<file path="config.mk">
export PLATFORM = sky130hd
export DESIGN_NAME = serial_subtractor11
export DESIGN_NICKNAME = d
export VERILOG_FILES = /design/src/rtl/serial_subtractor11.sv
export SDC_FILE = /design/constraint.sdc
export NUM_CORES = 1
export LEC_CHECK = 0
export CAP_MARGIN = 0
export CELL_PAD_IN_SITES_DETAIL_PLACEMENT = 1
export CELL_PAD_IN_SITES_GLOBAL_PLACEMENT = 1
export CORE_ASPECT_RATIO = 1.1
export CORE_MARGIN = 1
export CORE_UTILIZATION = 34
export DETAILED_ROUTE_END_ITERATION = 16
export PLACE_DENSITY_LB_ADDON = 0.1
export SLEW_MARGIN = 20
export SYNTH_ARGS = -nofsm -noshare
export SYNTH_HDL_FRONTEND = slang
export SYNTH_SLANG_ARGS = --single-unit
</file>
<file path="constraint.sdc">
create_clock -name clk_i -period 1.4 [get_ports clk_i]
set_input_delay 0.28 -clock clk_i [delete_from_list [all_inputs] [get_ports clk_i]]
set_output_delay 0.28 -clock clk_i [all_outputs]
set_load 0.01 [all_outputs]
</file>
<file path="src/rtl/serial_subtractor11.sv">
// Bit-serial two's-complement subtractor: diff = a - b, one bit per clock, LSB first,
// using a single full-subtractor cell fed from operand shift registers.
// A start/done handshake lets a controller issue back-to-back operations.
//
// Ports:
//   clk_i     rising-edge clock
//   rst_i     synchronous, active-high reset
//   start_i   request; sampled only in idle or done
//   a_i       minuend, unsigned; captured on accepted start
//   b_i       subtrahend, unsigned; captured on accepted start
//   busy_o    high while bits are being computed
//   done_o    one-cycle pulse; diff_o/borrow_o valid
//   diff_o    a - b, two's complement, Width+1 bits; diff_o[Width] is the sign
//   borrow_o  1 iff a < b (final borrow-out)
module serial_subtractor11 #(
  parameter int unsigned Width = 11
) (
  input  logic             clk_i,
  input  logic             rst_i,
  input  logic             start_i,
  input  logic [Width-1:0] a_i,
  input  logic [Width-1:0] b_i,
  output logic             busy_o,
  output logic             done_o,
  output logic [Width:0]   diff_o,
  output logic             borrow_o
);

  localparam int unsigned CntW = $clog2(Width);

  typedef enum logic [1:0] {StIdle, StBusy, StDone} state_e;

  state_e            state_q, state_d;
  logic [Width-1:0]  a_sr_q, a_sr_d;
  logic [Width-1:0]  b_sr_q, b_sr_d;
  logic [Width-1:0]  res_q, res_d;
  logic [CntW-1:0]   cnt_q, cnt_d;
  logic              bin_q, bin_d;
  logic [Width:0]    diff_q, diff_d;
  logic              borrow_q, borrow_d;

  // Full-subtractor cell on the current LSBs of the operand shift registers.
  logic             a_bit, b_bit, axb, d_bit, bout;
  logic [Width-1:0] res_shift;
  logic             last_bit;

  assign a_bit = a_sr_q[0];
  assign b_bit = b_sr_q[0];
  assign axb   = a_bit ^ b_bit;
  assign d_bit = axb ^ bin_q;
  assign bout  = (~a_bit & b_bit) | (~axb & bin_q);

  // Result bits enter at the MSB so after Width shifts bit 0 sits at res[0].
  assign res_shift = {d_bit, res_q[Width-1:1]};
  assign last_bit  = (cnt_q == CntW'(Width - 1));

  always_comb begin
    state_d  = state_q;
    a_sr_d   = a_sr_q;
    b_sr_d   = b_sr_q;
    res_d    = res_q;
    cnt_d    = cnt_q;
    bin_d    = bin_q;
    diff_d   = diff_q;
    borrow_d = borrow_q;

    unique case (state_q)
      StIdle, StDone: begin
        if (start_i) begin
          a_sr_d  = a_i;
          b_sr_d  = b_i;
          cnt_d   = '0;
          bin_d   = 1'b0;
          state_d = StBusy;
        end else begin
          state_d = StIdle;
        end
      end
      StBusy: begin
        a_sr_d = a_sr_q >> 1;
        b_sr_d = b_sr_q >> 1;
        res_d  = res_shift;
        bin_d  = bout;
        if (last_bit) begin
          // Counter parks at zero rather than wrapping past Width-1.
          cnt_d    = '0;
          diff_d   = {bout, res_shift};
          borrow_d = bout;
          state_d  = StDone;
        end else begin
          cnt_d = cnt_q + 1'b1;
        end
      end
      default: state_d = StIdle;
    endcase
  end

  always_ff @(posedge clk_i) begin
    if (rst_i) begin
      state_q  <= StIdle;
      a_sr_q   <= '0;
      b_sr_q   <= '0;
      res_q    <= '0;
      cnt_q    <= '0;
      bin_q    <= 1'b0;
      diff_q   <= '0;
      borrow_q <= 1'b0;
    end else begin
      state_q  <= state_d;
      a_sr_q   <= a_sr_d;
      b_sr_q   <= b_sr_d;
      res_q    <= res_d;
      cnt_q    <= cnt_d;
      bin_q    <= bin_d;
      diff_q   <= diff_d;
      borrow_q <= borrow_d;
    end
  end

  assign busy_o   = (state_q == StBusy);
  assign done_o   = (state_q == StDone);
  assign diff_o   = diff_q;
  assign borrow_o = borrow_q;

endmodule

</file>
### Word level (Yosys, flattened, before mapping)

Cells that the tools add are included.

* output and inout bits: 15
* logic and storage cells: 38
* flip-flop bits (word level): 53

* reductions and logical operators: 5
* $add $sub $neg: 1
* bitwise logic cells: 7
* mux-type cells: 12
* equal/unequal tests: 5

Operators by type and width (number)
* 11-bit case mux with 2 select lines: 2
* 11-bit 2-to-1 mux: 2
* 4-bit 2-to-1 mux: 2
* 4-bit case mux with 2 select lines: 1
* 4-bit by 1-bit adder with 4-bit output, second input constant: 1
* 4-bit == test, second input constant: 1
* 2-bit case mux with 2 select lines: 1
* 2-bit AND reduction: 2
* 1-bit AND: 2
* 2-bit by 1-bit == test with 1-bit output, second input constant: 1
* 2-bit == test, second input constant: 1
* 2-bit zero test: 1
* 1-bit 2-to-1 mux: 2
* 2-bit 2-to-1 mux: 1
* 2-bit by 1-bit inequality test with 1-bit output, second input constant: 1
* 2-bit inequality test, second input constant: 1
* 1-bit NOT: 2
* 1-bit case mux with 2 select lines: 1
* 2-bit nonzero test: 1
* 2-bit OR reduction: 1
* 1-bit bitwise XOR: 2
* 1-bit bitwise OR: 1

### Depth between registers and ports, before layout

Gate-level depths: netlist of the first run.

* depth in word-level cells: 5
* mapped depth: 6
* depth with buffers taken out: 5

### Worst setup path after synthesis of the first run

No wires, ideal clock.

* path kind: reg-to-reg
* start: reg cnt_q[0]
* end: reg diff_q[10], in the netlist diff_o[10]
* library setup time: 117 ps
* buffers on the path: 1
* arrival time: 1198 ps
* path slack: 85 ps
* required time: 1283 ps
* clock period less this slack: 1315 ps
* stages on the path, launching flop included: 7
* cells stage by stage: dfxtp_1 inv_1 ha_1 nand3b_1 nor3_4 buf_4 a22o_1

* word-level cells in the longest chain between the ends: 2

Ends and longest elaborated chain
* start: declaration: RTL line 37 `logic [CntW-1:0] cnt_q, cnt_d;`
* start signal: assignment: RTL line 113 `cnt_q <= cnt_d;`
* 4-bit == test: RTL line 55 `assign last_bit = (cnt_q == CntW'(Width - 1));`
* 2-bit AND reduction (no source line)
* end signal: assignment: RTL line 115 `diff_q <= diff_d;`
* end: declaration: RTL line 39 `logic [Width:0] diff_q, diff_d;`

Every way passes these cells.
A chain may end at the register's enable or synchronous reset.

### Worst setup path after layout of the first run

* start: reg cnt_q[0]
* end: reg cnt_q[1]

* word-level cells in the longest chain between the ends: 3
* elaborated cells on any way between the ends: 4
* those cells by class: add/sub (1); eq/ne (1); mux (2)

Ends and longest elaborated chain
* 4-bit by 1-bit adder with 4-bit output or 4-bit == test (tied branches): RTL line 91, 55
* 4-bit 2-to-1 mux (*): RTL line 84 `if (last_bit) begin`
* 4-bit case mux with 2 select lines (*): RTL line 67 `unique case (state_q)`

Every way passes the cells marked *; elsewhere a longest branch is shown, timed or not.

==> results.ini, run 1 <==
[timing]
fin_crit_sh_pct=96.92
drv_slew=0
rsz0062_at_grt=yes
hold_viol=0
finalSetupViolCount=0
relSlewSlack_pct=85.35
holdWs_ns=0.4689
min_period_ns=1.357
finalClockSkew_ns=0.007299
fmax_ghz=0.7370
tightest_slew_ns=0.2193

[synth]
synth_area_leaders=dfxtp_1, nand2_1, a31oi_1
ys_async_sr_fraction_pct=0
synth_mux_area_share_pct=0.7394
synth-simple-area-share_pct=18.05
synth_compound_area_share_pct=21.63
yosys.cell_types.count=24
synth_fa_ha_area_share_pct=2.218
ys_seq_area_share_pct=50.28
synth_warnings=0
synth_top_area_share_pct=50.28
synthFlopType=dfxtp_1
synth_top_family_by_area=compound AO/OA/AOI/OAI gates
syn_inst=238
avgSynthCellArea_um2=8.532
ys_ff_latch=51
synth-xor-area-share_pct=0
synth_edf_count=0
syn-num-nets=266
synth_area_mm2=0.002031
yosysTopAreaCell=dfxtp_1

[worst_setup_path]
critPathMaxFanout=2
crit_path_top_delay_cell=dfxtp_2
critPathBufInv=2
crit_type=flop to flop
cp_top_family=simple AND/OR/NAND/NOR gates
worstPathArrival_ns=1.61
required_ns=1.65
start_kind=flop
critPathMaxStageDelay_ns=0.35
crit_chain=inv_2 -> ha_4 -> and3b_2 -> buf_6 -> or3_4 -> a21oi_2
endpoint_kind=flop

[clocking]
cts_hold_buf=0
cts_tree=done
cts_max_level=2
root_buffer=clkbuf_8
clockBufferDepth=2
worstSkewPairLatency_ns=0.31
cts_num_sinks=51
cts_buffers=5
clkTransAtPathRegs_ns=0.10

[detailed_routing]
drc=0
ant_nets=0
num_vias=1815
drt-initial-drc-count=66
wl_per_cell_um=13.19
firstDrtPassIters=4
avgViaCountPerCell=5.000
drt-total-wl_um=4789

[global_route]
grt_use_met2_pct=29.55
top_usage_layer=met2
met1_usage_pct=19.85
antenna_found_initial=0
gr-total-overflow=0
grt_max_degree=43
grt_pass1_wl_um=8211
grt.total_usage_pct=16.86
grt_pass1_vias=1831
use_met3_pct=3.883

[layout]
fin_cells=363
final_common_cell=nand2_1
seq_area_mm2=0.001023
multi_input_area_um2=902.1
fill_cells=681
final_nets=313
design_area_mm2=0.002744
layout_common_cells=nand2_1, dfxtp_1, clkdlybuf4s50_1
drive_above_1_share_pct=15.38
antenna_cells=0
area_delta_synth_final_pct=35.12

[placement]
dp.cells=352
dp_hpwl_um=3286
portBuffers=39
placed_cell_area_mm2=0.002577
place.gp.congestion=0.7077

[die]
start_util_pct=35.20
rows=29
dieArea_mm2=0.006286
core_area_mm2=0.005769
die_width_um=75.69
die_h_um=83.06
ioPinCount=40

[power]
ir_drop_uv=435.1
power_density_mw_per_mm2=1043
p_total_uw=2863
leakage_uw=0.001084

[job]
cap_violations=0

[min_path]
hold_class=flop to flop

[run_status]
status=finished clean

## where the power goes
group          internal (µW)  leakage, µW  switching (µW)
sequential              1520     0.000417            34.0
clock                    369    0.0000491             540
combinational            194     0.000618             205
total                   2080      0.00108             779
## cell families (layout without fill, tap and decap cells)
logic type               after synthesis  after routing
AND/OR/NAND/NOR                       84             84
AO/OA/AOI/OAI                         72             72
flip-flops                            51             51
buffers and inverters                 27             75
adder cells (fa/ha/maj)                3              3
multiplexers                           1              1
## worst register-to-register path, stage by stage (launching register included)
cell     delay [ns]
dfxtp_2        0.35
inv_2          0.05
ha_4           0.15
and3b_2        0.21
buf_6          0.11
or3_4          0.32
a21oi_2        0.11
## per-layer routing
| layer | share of wire (%) | routed length, µm |
|---|---|---|
| met3 | 2.6 | 123 |
| met4 | 1.4 | 68 |
| met2 | 52 | 2491 |
| met1 | 44 | 2106 |
| met5 | 0 | 0 |
## flip-flops by register name (all words and copies together) (netlist names)
name     count
diff_o      12
bin_q        1
state_q      2
a_sr_q      11
b_sr_q      11
cnt_q        4
res_q       10
## layout make-up
class | count | share of cell area, %
clock buffer | 5 | 2.508
clock inverter | 3 | 0.9576
inverter | 7 | 1.049
multi-input combinational | 160 | 32.88
sequential | 51 | 37.30
tap | 77 | 3.511
timing repair buffer | 60 | 21.80
## stage by stage
| step | util (%) | setup slack (ns) | TNS [ns] |
|---|---|---|---|
| finish | 47.56 | 0.04317 | 0 |
| global route | 47.56 | -0.01059 | -0.01829 |
| CTS | 46.74 | -0.02731 | -0.1019 |
| detailed placement | 44.68 | -0.4518 | -9.387 |
| global placement | 44.68 | -0.3991 | -8.911 |
| floorplan | - | 0.08498 | 0 |
## synthesized netlist by cell type (2+ instances only)
| cell | instances |
|---|---|
| nand2_1 | 64 |
| dfxtp_1 | 51 |
| a31oi_1 | 21 |
| o21ai_0 | 21 |
| a21oi_1 | 18 |
| a22o_1 | 11 |
| buf_2 | 11 |
| nand3_1 | 10 |
| inv_1 | 6 |
| buf_4 | 5 |
| clkbuf_1 | 3 |
| ha_1 | 2 |
| nand2b_1 | 2 |
| nor2b_1 | 2 |
| or3_1 | 2 |
## worst paths after layout
path	startpoint	to	slack, ns	cells past startpoint
worst min register to register	res_q[1]	res_q[1]	0.47	2
worst max register to register	cnt_q[0]	cnt_q[1]	0.04	6
worst min-delay path	res_q[1]	res_q[1]	0.47	2
worst max-delay path	cnt_q[0]	cnt_q[1]	0.04	6
## timing repair
item	in CTS	in global routing
resized for setup	27	9
pin swaps	13	3
setup endpoints to repair	27	34
setup buffers	2	1
cloned	0	0
No activity file was read; power rests on OpenSTA's default activity.
==> run 2: changes to the inputs <==
--- a/config.mk
+++ b/config.mk
@@ -13,7 +13,9 @@
 export CORE_UTILIZATION = 34
 export DETAILED_ROUTE_END_ITERATION = 16
 export PLACE_DENSITY_LB_ADDON = 0.1
+export RECOVER_POWER = 50
 export SLEW_MARGIN = 20
 export SYNTH_ARGS = -nofsm -noshare
 export SYNTH_HDL_FRONTEND = slang
 export SYNTH_SLANG_ARGS = --single-unit
+export TNS_END_PERCENT = 50
==> results.ini, run 2 (synthesis results as in run 1) <==
[run_status]
status=finished clean

[die]
die_width_um=75.69
dieArea_mm2=0.006286
ioPinCount=40
start_util_pct=35.20
core_area_mm2=0.005769
die_h_um=83.06
rows=29

[timing]
min_period_ns=1.398
relSlewSlack_pct=77.90
rsz0062_at_grt=yes
fin_ws_ns=0.002222
tns_ns=0
drv_slew=0
fmax_ghz=0.7154
finalClockSkew_ns=0.007523
finalSetupViolCount=0
hold_viol=0
fin_crit_sh_pct=99.84
tightest_slew_ns=0.3307
holdWs_ns=0.4696

[layout]
final_nets=311
final_common_cell=nand2_1
seq_area_mm2=0.001022
fill_cells=689
layout_common_cells=nand2_1, dfxtp_1, clkdlybuf4s50_1
drive_above_1_share_pct=14.44
multi_input_area_um2=902.1
antenna_cells=0
largest_register_ffs=12
area_delta_synth_final_pct=32.72

[clocking]
clkTransAtPathRegs_ns=0.10
cts_tree=done
cts_max_level=2
cts_num_sinks=51
clockBufferDepth=2
worstSkewPairLatency_ns=0.31
root_buffer=clkbuf_8
cts_buffers=5

[power]
leakage_uw=0.001061
power_density_mw_per_mm2=1057
ir_drop_uv=425.8

[worst_setup_path]
critPathMaxFanout=2
r2r_start=cnt_q[0]
r2r_setup_slack_ns=0.002
reg2reg_to=cnt_q[1]
worstPathArrival_ns=1.65
rr_worst_depth=6
endpoint_kind=flop
start_kind=flop
crit_type=flop to flop
required_ns=1.65

[detailed_routing]
wl_per_cell_um=13.26
drc=0
drt-initial-drc-count=59
firstDrtPassIters=4
ant_nets=0
drt-total-wl_um=4786
avgViaCountPerCell=5.061
num_vias=1827

[placement]
place.gp.congestion=0.7077
dp_hpwl_um=3286
portBuffers=39
pre_cts_ws_ns=-0.4518

[min_path]
min_path_cells=2
hold_class=flop to flop
whs_endpoint=res_q[1]
worst_hold_startpoint=res_q[1]

[global_route]
grt_pass1_wl_um=8121
grt.total_usage_pct=16.66
antenna_found_initial=0
grt_pass1_vias=1801
gr-total-overflow=0
grt_max_degree=43

[job]
cap_violations=0

## run 2: final cells by class
class / count / area share, %
sequential: 51 / 37.93
inverter: 7 / 1.068
clock inverter: 3 / 0.9749
clock buffer: 5 / 2.553
multi-input combinational: 160 / 33.47
tap: 77 / 3.575
timing repair buffer: 58 / 20.43
## run 2: worst max path at each step
stage               slack, ns          to  cells past startpoint  startpoint
detailed placement      -0.45   diff_o[8]                      5    cnt_q[0]
global placement        -0.40   diff_o[7]                      5    cnt_q[0]
floorplan                0.08  diff_o[10]                      6    cnt_q[0]
CTS                     -0.07    cnt_q[1]                      6    cnt_q[0]
finish                  0.002    cnt_q[1]                      6    cnt_q[0]
global route            -0.04    cnt_q[1]                      6    cnt_q[0]
## run 2: where the power goes
part           switching [µW]  internal [µW]
Sequential               33.8           1520
Clock                     540            369
Combinational             203            181
Total                     777           2070
## run 2: what timing repair did
item,4_1_cts,5_1_grt
gates resized for setup,21,13
pin swaps,2,2
setup buffers,0,1
cloned,0,0
endpoints found under the setup margin,27,35
hold buffers,0,0
## run 2: metrics by stage
stage	instance area, µm²	total power (µW)	cells	utilization [%]
4_1_cts	2663	2895	360	46.15
3_5_place_dp	2577	1972	352	44.68
2_1_floorplan	2031	1805	238	-
5_1_grt	2695	2988	361	46.71
3_3_place_gp	2577	1968	352	44.68
6_report	2695	2847	361	46.71
## run 2: metal layers
| metal | vias to the layer above | track usage (%) | part of all wire, % |
|---|---|---|---|
| li1 | 907 | - | - |
| met1 | 887 | 19.69 | 45 |
| met2 | 28 | 29.06 | 51 |
| met3 | 5 | 3.883 | 2.3 |
| met4 | 0 | 5.051 | 1.4 |
| met5 | - | 0 | 0 |
## run 2: critical path, cell delays in order, from the launching register on
cell     delay [ns]
dfxtp_2        0.35
inv_2          0.05
ha_4           0.15
and3b_2        0.22
buf_6          0.12
or3_4          0.32
a21oi_2        0.13
